File: src/rtl/risc_core_pkg.sv
// risc_core_pkg: shared opcodes, FSM state encoding and instruction field positions for risc_core_mc.
// Contents: OP_* opcode constants, state_t FSM encoding, field bit positions, reg_live() index qualifier.
package risc_core_pkg;

    localparam logic [2:0] OP_ADD  = 3'd0;
    localparam logic [2:0] OP_ADDI = 3'd1;
    localparam logic [2:0] OP_NAND = 3'd2;
    localparam logic [2:0] OP_LUI  = 3'd3;
    localparam logic [2:0] OP_SW   = 3'd4;
    localparam logic [2:0] OP_LW   = 3'd5;
    localparam logic [2:0] OP_BEQ  = 3'd6;
    localparam logic [2:0] OP_JALR = 3'd7;

    typedef enum logic [1:0] {S_FETCH, S_EXEC, S_MEM, S_HALT} state_t;

    localparam int OP_HI    = 15;
    localparam int OP_LO    = 13;
    localparam int RA_HI    = 12;
    localparam int RA_LO    = 10;
    localparam int RB_HI    = 9;
    localparam int RB_LO    = 7;
    localparam int RC_HI    = 2;
    localparam int RC_LO    = 0;
    localparam int IMM_HI   = 6;
    localparam int IMM10_HI = 9;

    // A register index is live only if it is not r0 and lies below the implemented count.
    function automatic logic reg_live(input logic [2:0] idx, input int nregs);
        return idx != 3'd0 && int'(idx) < nregs;
    endfunction

endpackage

File: src/rtl/risc_regfile.sv
// risc_regfile: 2-read/1-write register file; r0 and unimplemented indices read 0 and ignore writes.
// Ports:
//   clk             clock
//   we/waddr/wdata  write port, takes effect at the clock edge
//   raddr1/rdata1   combinational read port 1
//   raddr2/rdata2   combinational read port 2
module risc_regfile
    import risc_core_pkg::*;
#(
    parameter int XLEN  = 16,
    parameter int NREGS = 8
) (
    input  logic            clk,
    input  logic            we,
    input  logic [2:0]      waddr,
    input  logic [XLEN-1:0] wdata,
    input  logic [2:0]      raddr1,
    input  logic [2:0]      raddr2,
    output logic [XLEN-1:0] rdata1,
    output logic [XLEN-1:0] rdata2
);

    logic [XLEN-1:0] regs [8];

    always_ff @(posedge clk)
        if (we && reg_live(waddr, NREGS))
            regs[waddr] <= wdata;

    assign rdata1 = reg_live(raddr1, NREGS) ? regs[raddr1] : '0;
    assign rdata2 = reg_live(raddr2, NREGS) ? regs[raddr2] : '0;

endmodule

File: src/rtl/risc_core_mc.sv
// risc_core_mc: multi-cycle 8-opcode core with req/ack instruction and data memory ports.
// Optional macro RISC_CORE_HALT_EN: JALR with nonzero ir[6:0] stops the core until reset.
// Ports:
//   clk, rst_n                           clock, synchronous active-low reset
//   imem_req, imem_addr                  fetch request, fetch address (= pc)
//   imem_rdata, imem_ack                 instruction word, fetch complete
//   dmem_req, dmem_we, dmem_addr, dmem_wdata  data request, 1=store, address, store data
//   dmem_rdata, dmem_ack                 load data, transfer complete
//   retire                               one-cycle pulse per completed instruction
//   halted                               core stopped by HALT (tied 0 without the macro)
module risc_core_mc
    import risc_core_pkg::*;
#(
    parameter int              XLEN     = 16,
    parameter int              PC_W     = 16,
    parameter int              NREGS    = 8,
    parameter logic [PC_W-1:0] RESET_PC = '0
) (
    input  logic            clk,
    input  logic            rst_n,
    output logic            imem_req,
    output logic [PC_W-1:0] imem_addr,
    input  logic [15:0]     imem_rdata,
    input  logic            imem_ack,
    output logic            dmem_req,
    output logic            dmem_we,
    output logic [XLEN-1:0] dmem_addr,
    output logic [XLEN-1:0] dmem_wdata,
    input  logic [XLEN-1:0] dmem_rdata,
    input  logic            dmem_ack,
    output logic            retire,
    output logic            halted
);

    state_t          state;
    logic [15:0]     ir;
    logic [PC_W-1:0] pc, pc_inc, pc_next;
    logic [2:0]      op, ra, rb, rc, rsel;
    logic [XLEN-1:0] q1, q2, simm, alu, wdata;
    logic            mem_op, is_halt, wen;

    assign op     = ir[OP_HI:OP_LO];
    assign ra     = ir[RA_HI:RA_LO];
    assign rb     = ir[RB_HI:RB_LO];
    assign rc     = ir[RC_HI:RC_LO];
    // Port 2 reads rC for the two register-register ALU ops, rA otherwise (BEQ compare, store data).
    assign rsel   = (op == OP_ADD || op == OP_NAND) ? rc : ra;
    assign simm   = XLEN'($signed(ir[IMM_HI:0]));
    assign mem_op = op == OP_SW || op == OP_LW;
    assign pc_inc = pc + PC_W'(1);
    assign imem_addr = pc;

`ifdef RISC_CORE_HALT_EN
    assign is_halt = op == OP_JALR && ir[IMM_HI:0] != '0;
`else
    assign is_halt = 1'b0;
`endif

    always_comb begin
        alu = op == OP_ADD  ? q1 + q2 :
              op == OP_ADDI ? q1 + simm :
              op == OP_NAND ? ~(q1 & q2) :
              op == OP_LUI  ? XLEN'({ir[IMM10_HI:0], 6'b0}) :
                              XLEN'(pc_inc);
        pc_next = op == OP_JALR ? PC_W'(q1) :
                  (op == OP_BEQ && q1 == q2) ? pc_inc + PC_W'($signed(ir[IMM_HI:0])) :
                  pc_inc;
    end

    // Write enable is qualified by rst_n so an ack landing during reset cannot commit a load.
    assign wen   = rst_n && ((state == S_EXEC && !mem_op && op != OP_BEQ && !is_halt) ||
                             (state == S_MEM && dmem_req && dmem_ack && !dmem_we));
    assign wdata = state == S_MEM ? dmem_rdata : alu;

    risc_regfile #(.XLEN(XLEN), .NREGS(NREGS)) u_rf (
        .clk    (clk),
        .we     (wen),
        .waddr  (ra),
        .wdata  (wdata),
        .raddr1 (rb),
        .raddr2 (rsel),
        .rdata1 (q1),
        .rdata2 (q2)
    );

    // imem_req is registered, so the first FETCH cycle after reset carries no request;
    // any ack seen then is ignored.
    always_ff @(posedge clk) begin
        if (!rst_n) begin
            state      <= S_FETCH;
            pc         <= RESET_PC;
            ir         <= '0;
            imem_req   <= 1'b0;
            dmem_req   <= 1'b0;
            dmem_we    <= 1'b0;
            dmem_addr  <= '0;
            dmem_wdata <= '0;
            retire     <= 1'b0;
        end else begin
            retire <= 1'b0;
            case (state)
                S_FETCH:
                    if (imem_req && imem_ack) begin
                        ir       <= imem_rdata;
                        imem_req <= 1'b0;
                        state    <= S_EXEC;
                    end else
                        imem_req <= 1'b1;
                S_EXEC:
                    if (mem_op) begin
                        dmem_req   <= 1'b1;
                        dmem_we    <= op == OP_SW;
                        dmem_addr  <= q1 + simm;
                        dmem_wdata <= q2;
                        state      <= S_MEM;
                    end else if (is_halt) begin
                        retire <= 1'b1;
                        state  <= S_HALT;
                    end else begin
                        pc       <= pc_next;
                        retire   <= 1'b1;
                        imem_req <= 1'b1;
                        state    <= S_FETCH;
                    end
                S_MEM:
                    if (dmem_ack) begin
                        dmem_req <= 1'b0;
                        pc       <= pc_inc;
                        retire   <= 1'b1;
                        imem_req <= 1'b1;
                        state    <= S_FETCH;
                    end
                default: ;
            endcase
        end
    end

`ifdef RISC_CORE_HALT_EN
    always_ff @(posedge clk) begin
        if (!rst_n)
            halted <= 1'b0;
        else if (state == S_EXEC && is_halt)
            halted <= 1'b1;
    end
`else
    assign halted = 1'b0;
`endif

endmodule
File: config.mk
export PLATFORM = sky130hd
export DESIGN_NAME = risc_core_mc
export DESIGN_NICKNAME = d
export VERILOG_FILES = /design/src/rtl/risc_core_pkg.sv /design/src/rtl/risc_regfile.sv /design/src/rtl/risc_core_mc.sv
export SDC_FILE = /design/constraint.sdc
export NUM_CORES = 1
export LEC_CHECK = 0
export CAP_MARGIN = 5
export CELL_PAD_IN_SITES_DETAIL_PLACEMENT = 1
export CELL_PAD_IN_SITES_GLOBAL_PLACEMENT = 2
export CORE_UTILIZATION = 37
export DETAILED_ROUTE_END_ITERATION = 6
export PLACE_DENSITY_LB_ADDON = 0.15
export SETUP_SLACK_MARGIN = 0.15
export SLEW_MARGIN = 20
export SYNTH_ARGS = -nofsm -noshare
export SYNTH_HDL_FRONTEND = slang
export SYNTH_SLANG_ARGS = --single-unit
File: constraint.sdc
create_clock -name clk -period 13.06 [get_ports clk]
set_clock_uncertainty 0.15 [all_clocks]
set_input_delay 3.918 -clock clk [delete_from_list [all_inputs] [get_ports clk]]
set_output_delay 3.918 -clock clk [all_outputs]
set_load 0.01 [all_outputs]
# After elaboration in Yosys (flattened, before gate mapping)
# Memory sizes are Yosys's and may differ from the RTL's. A register that Yosys moved wholly into a read port is not among the register bits.
# Index checks and enable logic that the tools add are counted.
# totals
ff_bits	70
latchBits	0
ramBits	128
romBits	0
out_inout_bits	53
memories	1
# op_classes
addsub	4
mul	0
n_div	0
magnitude_cmp	0
eq_ne	15
shifts	0
mux	31
bitwise_logic	2
n_reduce_logical	27
# mem_list
memory	depth	word_bits	rd	rd_ports_with_merged_regs	write_ports	line	text
u_rf.regs	8	16	2	1	1	risc_regfile.sv:23	logic [XLEN-1:0] regs [8];
# op_table
cell	count
$mux W16	11
$add A16 B16 Y16	3
$pmux W16 S2	1
$add A16 B1 Y16 const B	1
$and A16 B16 Y16	1
$eq A16 B16 Y1	1
$not A16 Y16	1
$eq A3 B3 Y1 const B	4
$reduce_and A3 Y1	4
$reduce_bool A3 Y1	4
$logic_and A1 B1 Y1	9
$mux W1	9
$mux W3	3
$ne A2 B2 Y1 const B	4
$eq A3 B2 Y1 const B	2
$mux W2	3
$pmux W2 S3	1
$pmux W1 S2	2
$reduce_and A2 Y1	2
$eq A3 B1 Y1 const B	1
$logic_not A3 Y1	1
$logic_or A1 B1 Y1	3
$ne A3 B3 Y1 const B	1
$pmux W1 S3	1
5 further kinds	6

# Longest topological paths before layout
# Gate-level depths: netlist of run 1.
# logic_depth
ltp_word	11
ltp_mapped	19

# Modules after synthesis
# A second synthesis of run 1 with hierarchy kept.
# unflattened
cells_unflattened	1165
area_unflattened_um2	11790.1
# modules_own_cells
mod	instances	cells_each	area_each_um2	seq_area_each_um2
risc_core_mc	1	823	6170.9	1401.3
risc_regfile	1	342	5619.1	3363.2

# Worst setup path before layout of run 1
# Ideal clock, no wire load.
# synth_path
path_kind	input port to flip-flop
startpoint	in dmem_ack
endpoint	mem u_rf.regs[1][0], enable pin
setup_time_ns	0.409
t_arrival_ns	5.500
required_ns	12.501
setup_slack_ns	7.000
path_stages	4
path_buffers	0
cell_sequence	nand2_1 -> o21ai_0 -> nand3_1 -> nor3_1
# synth_via
elab_chain_cells	7
# synth_lines
element	line	text
start, declared	risc_core_mc.sv:30	input logic dmem_ack,
$logic_and A1 B1 Y1 (2 in series)	risc_core_mc.sv:72	(state == S_MEM && dmem_req && dmem_ack && !dmem_we));
$logic_or A1 B1 Y1	risc_core_mc.sv:71	assign wen = rst_n && ((state == S_EXEC && !mem_op && op != OP_BEQ && !is_halt) ||
$logic_and A1 B1 Y1	risc_core_mc.sv:71	
$logic_and A1 B1 Y1	risc_regfile.sv:26	if (we && reg_live(waddr, NREGS))
$mux W1	risc_regfile.sv:26	
$mux W1 (implied by the code)	risc_regfile.sv:27	regs[waddr] <= wdata;
end, declared	risc_regfile.sv:23	
# Every way passes these cells.

# Final worst setup path of run 1
# layout_path
startpoint	reg ir[13]
endpoint	reg pc[9] (netlist: imem_addr[9])
# layout_via
elab_chain_cells	11
elab_cells_between_ends	20
# layout_lines
element	line	text
start, declared	risc_core_mc.sv:36	logic [15:0] ir;
start signal, assigned	risc_core_mc.sv:104	ir <= imem_rdata;
$eq A3 B2 Y1 / $logic_not A3 Y1 (equally long branches)	risc_core_mc.sv:47	assign rsel = (op == OP_ADD || op == OP_NAND) ? rc : ra;
$logic_or A1 B1 Y1 *	risc_core_mc.sv:47	
$mux W3 *	risc_core_mc.sv:47	
$mem_v2 Z8 W16 / $reduce_bool A3 Y1 (equally long branches)	--	
$mux W16 *	risc_regfile.sv:30	assign rdata2 = reg_live(raddr2, NREGS) ? regs[raddr2] : '0;
named net q2[4]	risc_core_mc.sv:39	logic [XLEN-1:0] q1, q2, simm, alu, wdata;
$eq A16 B16 Y1 *	risc_core_mc.sv:66	(op == OP_BEQ && q1 == q2) ? pc_inc + PC_W'($signed(ir[IMM_HI:0])) :
$logic_and A1 B1 Y1 *	risc_core_mc.sv:66	
$mux W16 *	risc_core_mc.sv:66	
$mux W16 *	risc_core_mc.sv:65	pc_next = op == OP_JALR ? PC_W'(q1) :
$mux W16 *	risc_core_mc.sv:110	if (mem_op) begin
$pmux W16 S2 *	risc_core_mc.sv:101	case (state)
end signal, assigned	risc_core_mc.sv:120	pc <= pc_next;
end signal, assigned	risc_core_mc.sv:128	pc <= pc_inc;
end, declared	risc_core_mc.sv:37	logic [PC_W-1:0] pc, pc_inc, pc_next;
# The timed path passes the listed nets; every way through them passes the cells marked *. The select of a mux whose other input is x is not followed.
# A chain may end at the register's enable or synchronous reset.

==> flow_metrics.py, run 1 <==
metrics = {
    "power_and_ir_drop": {
        "clkPwrFrac": 0.398,
        "sw_frac_of_total": 0.277,
        "comb_power_share": 0.169,
        "internal-power_uw": 1230,
        "power_uw": 1690,
        "p_sw_uw": 469,
        "vdd_drop_max_v": 0.0000869,
        "power.share.sequential": 0.433,
        "p_per_area_nw_per_um2": 120,
        "leakage_uw": 0.00522,
    },
    "die": {
        "die_h_um": 182,
        "die_w_um": 182,
        "io_pins": 89,
        "die_area_um2": 33100,
        "start_util": 0.377,
        "core_area_um2": 31700,
        "num_rows": 65,
    },
    "global_route": {
        "grtUsageTotal": 0.245,
        "grt_pass1_wl_um": 62300,
        "antenna_found_initial": 0,
        "grt_remaining_overflow": 0,
        "grt_max_degree": 55,
        "grt_pass1_vias": 10415,
    },
    "critical_path": {
        "critPathKind": "reg2reg",
        "rrSetupSlack_ns": 6.81,
        "cp.arrival_ns": 6.58,
        "crit_required_ns": 13.39,
        "crit_path_max_fanout": 49,
        "startpoint_type": "flop",
        "rr_worst_depth": 14,
        "cp-end-kind": "flop",
        "r2r-end": "imem_addr[9]$_SDFFE_PN0P_",
        "regToRegStartpoint": "ir[13]$_SDFFE_PN0P_",
    },
    "sta": {
        "hold_viol_final": 0,
        "drv_slew": 0,
        "worst_pin_slew_ns": 1.09,
        "timing.final.crit_period_ns": 6.25,
        "holdWs_ns": 0.311,
        "relSlewSlack": 0.272,
        "fmax_ghz": 0.160,
        "setup_violations": 0,
        "min_period_over_period": 0.479,
        "rsz0062_at_grt": "false",
        "setup_tns_ns": 0,
    },
    "detailed_routing": {
        "drtIter0Drc": 568,
        "dr.pass1.iters": 5,
        "wirelength_um": 40100,
        "via_per_inst": 5.72,
        "routed-via-count": 10121,
        "antenna_left": 0,
        "routedWlPerCell_um": 22.7,
        "drc": 0,
    },
    "cts": {
        "cts_inserted_buffers": 23,
        "cts_sinks": 201,
        "htreeDepth": 1,
        "cts_root_buffer": "clkbuf_16",
        "cts_buffer_depth": 3,
        "ctsHoldBuffers": 0,
        "clk_latency_ns": 0.53,
        "cts_tree": "done",
        "cts_resized": 0,
        "post-cts-setup-buffers": 0,
        "clkTransAtPathRegs_ns": 0.06,
    },
    "yosys": {
        "syn-mean-instance-area_um2": 9.39,
        "netlist_area_um2": 12000,
        "synth_ff_type": "edfxtp_1",
        "async_flop_share": 0,
        "yosysWarningCount": 0,
        "synth_seq_cells": 201,
        "seq_area_frac_synth": 0.443,
        "synth_cells": 1275,
        "synth_edf_count": 128,
        "synth_cell_types": 75,
    },
    "placement": {
        "dp_hpwl_um": 28400,
        "gp_congestion": 0.878,
        "portBuffers": 87,
    },
    "run_status": {
        "status": "finished, final reports clean",
    },
    "cells_and_area": {
        "fin_util": 0.444,
        "drive_gt1_frac": 0.0805,
        "area_delta_synth_final_pct": 17.7,
        "fin_nets": 1441,
        "diodes": 0,
    },
    "worst_hold_path": {
        "hold_start": "dmem_addr[13]$_SDFFE_PN0P_",
        "hold_class": "reg2reg",
        "whs_endpoint": "dmem_addr[13]$_SDFFE_PN0P_",
        "hold_depth": 2,
    },
    "run": {
        "drv_cap": 0,
    },
}
==> synth_stat cells, drive strengths merged, types with 3 or more instances <==
cell    count  area (um2)
o221ai      4        35.0
clkbuf     58         218
nor4        3        18.8
o211ai     22         165
ha         52         651
xnor2      21         184
o21ai      64         320
a31oi       7        43.8
o22ai       8        50.1
nor2      120         455
nand2b      9        56.3
nand3      37         185
and3        8        50.1
mux2i      19         190
dfxtp      73        1460
o21a        8        60.1
a221oi      6        52.6
a221o       3        30.0
nand2     218         818
and4        3        26.3
xor2       25         219
nand4      10        62.6
or3        10        67.6
or2         3        18.8
a21o       18         135
a211oi     12        90.1
nor3       41         205
o21bai      7        52.6
a21oi     122         622
nor3b       4        30.0
and2       13        81.3
mux4       32         721
a211o       3        26.3
o31ai      11        82.6
edfxtp    128        3840
inv        27         101
o311ai      3        26.3
nor2b       9        56.3
buf        17        93.8
==> worst max path at each step <==
stage,from,endpoint,slack (ns),cells after the start
after floorplan,dmem_ack,u_rf.regs[1][0]$_DFFE_PP_,7.00,4
after global placement,ir[13]$_SDFFE_PN0P_,u_rf.regs[2][14]$_DFFE_PP_,6.56,16
after detailed placement,rst_n,u_rf.regs[2][10]$_DFFE_PP_,6.52,4
after CTS,ir[13]$_SDFFE_PN0P_,imem_addr[9]$_SDFFE_PN0P_,6.79,14
after global routing,ir[13]$_SDFFE_PN0P_,u_rf.regs[3][14]$_DFFE_PP_,6.37,15
final,ir[13]$_SDFFE_PN0P_,imem_addr[9]$_SDFFE_PN0P_,6.81,14
==> layer usage <==
layer	wire (um)	GRT usage
met2	18400	0.398
met5	0	0
met3	1810	0.0269
met1	19100	0.350
met4	838	0.0618
==> critical path, stage by stage, from the launching register on <==
cell and delay (ns):
dfxtp_1 0.84, nor2_1 0.34, mux2_2 0.31, buf_4 0.48
and2_0 0.53, a21oi_1 0.13, o21ai_0 0.57, ha_1 0.41
or4_1 0.53, or4_4 0.47, or3_4 0.41, a21oi_4 0.44
o22ai_1 0.18, nor3b_1 0.20, o21a_1 0.15
==> layout by cell type, fill, tap and decap left out, types with 7 or more instances in the layout <==
cell type        instances
and3_1                   8
clkdlybuf4s50_1         87
o21bai_1                 7
edfxtp_1               128
nor2_1                 118
and2_1                  12
or3_1                    9
mux4_2                  32
o211ai_1                22
o21a_1                   8
a211oi_1                12
buf_4                   23
ha_1                    51
nand2b_1                 9
mux2i_1                 17
clkbuf_16               23
a21oi_1                121
o31ai_1                 11
conb_1                  17
a31oi_1                  7
a21o_1                  18
nand2_1                218
o22ai_1                  8
nor2b_1                  9
o21ai_0                 60
nand3_1                 37
xor2_1                  25
xnor2_1                 21
dfxtp_1                 72
nand4_1                 10
inv_1                   26
nor3_1                  37
==> power by group through the flow <==
stage,sequential [uW],combinational (uW),clock (uW)
2_1_floorplan,741,184,0
3_3_place_gp,747,284,0
3_5_place_dp,747,285,0
4_1_cts,734,287,691
5_1_grt,735,312,714
6_report,734,286,675
==> final cells by class <==
class                           count  area (um2)
Clock buffer                       28         594
Sequential cell                   201        5310
Timing Repair Buffer              110        1040
Tap cell                          402         503
Inverter                           27         101
Fill cell                        3615       17600
Clock inverter                     13         183
Multi-Input combinational cell    988        6360
==> state kept, by name, summed over array words and instances, names as in the netlist, named ones only <==
| name | cells |
|---|---|
| dmem_addr | 16 |
| dmem_req | 1 |
| dmem_wdata | 16 |
| dmem_we | 1 |
| imem_addr | 16 |
| imem_req | 1 |
| ir | 16 |
| retire | 1 |
| state | 2 |
| u_rf.regs | 128 |
==> logic make-up after synthesis <==
logic type,synth area share
flip-flops,0.443
buffers and inverters,0.0345
AO/OA/AOI/OAI,0.169
adder cells (fa/ha/maj),0.0577
other,0.000313
XOR/XNOR,0.0337
AND/OR/NAND/NOR,0.184
multiplexers,0.0780
==> through the flow <==
| step | setup slack (ns) | instance area (um2) | std cells |
|---|---|---|---|
| floorplan | 7.00 | 12000 | 1291 |
| global placement | 6.56 | 13300 | 1728 |
| detailed placement | 6.52 | 13300 | 1728 |
| CTS | 6.79 | 14100 | 1769 |
| global route | 6.37 | 14100 | 1769 |
| finish | 6.81 | 14100 | 1769 |
No activity file was read; power rests on OpenSTA's default activity.
==> run 2: changes to the inputs <==
Settings changed: CORE_UTILIZATION 37 to 34.
Clock period 13.06 ns to 5.5 ns, I/O delays scaled along.
==> run 2 against run 1 <==
  * Total power is 140% higher
  * Fmax is 27% higher
  * Utilization is 2.7 points lower
  * Combinational power grew to 2.6 times the previous value
  * Die area is 8.7% higher
  * Highest routed layer unchanged
==> flow_metrics.py, run 2 (synthesis gave the netlist of run 1 again) <==
metrics = {
    "placement": {
        "place_inst": 1817,
        "dpl_cell_area_um2": 13700,
        "gp_congestion": 0.895,
        "dp_hpwl_um": 32700,
        "portBuffers": 87,
    },
    "cells_and_area": {
        "fin_area_um2": 14500,
        "top_register": "u_rf.regs",
        "fin_cells": 1859,
        "final_common_cell": "nand2_1",
        "area_delta_synth_final_pct": 20.8,
        "diodes": 0,
        "most-common-layout-cells": "nand2_1 (218), edfxtp_1 (128), a21oi_1 (121)",
        "nFillCells": 3944,
        "drive_gt1_frac": 0.105,
        "fin_nets": 1478,
        "largest_reg_flops": 128,
    },
    "detailed_routing": {
        "antenna_left": 0,
        "wl_met3_um": 1520,
        "dr.pass1.iters": 5,
        "routedWlPerCell_um": 23.4,
        "met1_length_um": 19600,
        "route.met2.wl_um": 21200,
        "wirelength_um": 43500,
        "drc": 0,
        "highest_layer": "met4",
        "routed-via-count": 10394,
        "drtIter0Drc": 629,
        "via_per_inst": 5.59,
    },
    "sta": {
        "setup_tns_ns": 0,
        "drv_slew": 0,
        "hold_viol_final": 0,
        "fmax_ghz": 0.204,
        "min_period_over_period": 0.892,
        "setup_violations": 0,
        "timing.final.crit_period_ns": 4.91,
        "worst_pin_slew_ns": 1.11,
        "rsz0062_at_grt": "false",
        "relSlewSlack": 0.249,
    },
    "cts": {
        "cts_inserted_buffers": 24,
        "clk_latency_ns": 0.55,
        "clkTransAtPathRegs_ns": 0.06,
        "cts_sinks": 201,
        "cts_tree": "done",
        "cts_root_buffer": "clkbuf_16",
        "htreeDepth": 1,
        "cts_buffer_depth": 3,
    },
    "power_and_ir_drop": {
        "internal-power_uw": 2940,
        "sw_frac_of_total": 0.283,
        "clkPwrFrac": 0.394,
        "p_sw_uw": 1160,
        "p_per_area_nw_per_um2": 284,
        "leakage_uw": 0.00543,
        "comb_power_share": 0.182,
        "vdd_drop_max_v": 0.000298,
        "power.share.sequential": 0.425,
    },
    "critical_path": {
        "cp.arrival_ns": 5.07,
        "cp-end-kind": "flop",
        "startpoint_type": "flop",
        "crit_path_max_fanout": 48,
        "critPathKind": "reg2reg",
        "crit_required_ns": 5.67,
    },
    "global_route": {
        "antenna_found_initial": 0,
        "grt_max_degree": 49,
        "grtUsageTotal": 0.244,
        "grt_remaining_overflow": 0,
        "grt_pass1_wl_um": 66200,
        "grt_pass1_vias": 10665,
    },
    "worst_hold_path": {
        "hold_class": "reg2reg",
    },
    "die": {
        "die_w_um": 190,
        "num_rows": 68,
        "start_util": 0.346,
        "die_area_um2": 36000,
        "core_area_um2": 34600,
        "die_h_um": 190,
        "io_pins": 89,
    },
    "run": {
        "drv_cap": 0,
    },
    "run_status": {
        "status": "finished, final reports clean",
    },
}
[run 2: power by group through the flow]
stage	combinational [uW]	clock, uW	sequential (uW)
4_1_cts	742	1660	1740
2_1_floorplan	436	0	1760
6_report	746	1620	1740
3_3_place_gp	728	0	1770
3_5_place_dp	738	0	1770
5_1_grt	809	1720	1740
[run 2: worst paths after layout]
check / from / end / slack (ns) / cells after the start
worst min register to register: dmem_addr[4]$_SDFFE_PN0P_ / dmem_addr[4]$_SDFFE_PN0P_ / 0.30 / 2
worst max-delay path: ir[13]$_SDFFE_PN0P_ / u_rf.regs[5][15]$_DFFE_PP_ / 0.59 / 17
worst max register to register: ir[13]$_SDFFE_PN0P_ / u_rf.regs[5][15]$_DFFE_PP_ / 0.59 / 17
worst min-delay path: dmem_addr[4]$_SDFFE_PN0P_ / dmem_addr[4]$_SDFFE_PN0P_ / 0.30 / 2
[run 2: layer usage]
layer,vias up,GRT usage
met5,-,0
met4,0,0.0658
met1,5270,0.323
met3,54,0.0301
li1,4878,-
met2,192,0.419
[run 2: repair_timing]
item	in CTS	in global routing
hold buffers	0	0
gates resized for setup	0	2
setup endpoints to repair	0	16
setup buffers	0	0
[run 2: critical path, stage by stage (launching register included)]
cell and delay (ns):
dfxtp_1 0.32, nor2_1 0.15, buf_4 0.18, mux2i_4 0.22, buf_4 0.45, nand3_1 0.13
o211ai_1 0.12, o21ai_0 0.19, buf_4 0.20, ha_1 0.35, a211oi_1 0.31, or3_1 0.19
a31oi_1 0.12, o21ai_1 0.23, a21oi_1 0.18, or4b_1 0.48, a311oi_1 0.29, a211o_1 0.37
[run 2: cell type report]
| class | count | area (um2) | area share |
|---|---|---|---|
| clock buffer | 30 | 633 | 0.0438 |
| clock inverter | 12 | 165 | 0.0114 |
| inverter | 27 | 101 | 0.00701 |
| multi-input combinational | 988 | 6360 | 0.440 |
| sequential | 201 | 5310 | 0.367 |
| tap | 455 | 569 | 0.0394 |
| timing repair buffer | 146 | 1330 | 0.0917 |
[run 2: per-stage QoR]
stage / hold slack, ns / total power (uW) / utilization / worst slack, ns
4_1_cts: 0.308 / 4150 / 0.418 / 0.395
2_1_floorplan: 0.307 / 2200 / - / 0.879
3_5_place_dp: 0.300 / 2510 / 0.394 / 0.426
5_1_grt: 0.330 / 4270 / 0.418 / 0.257
6_report: 0.305 / 4100 / 0.418 / 0.593
3_3_place_gp: 0.291 / 2500 / 0.394 / 0.541
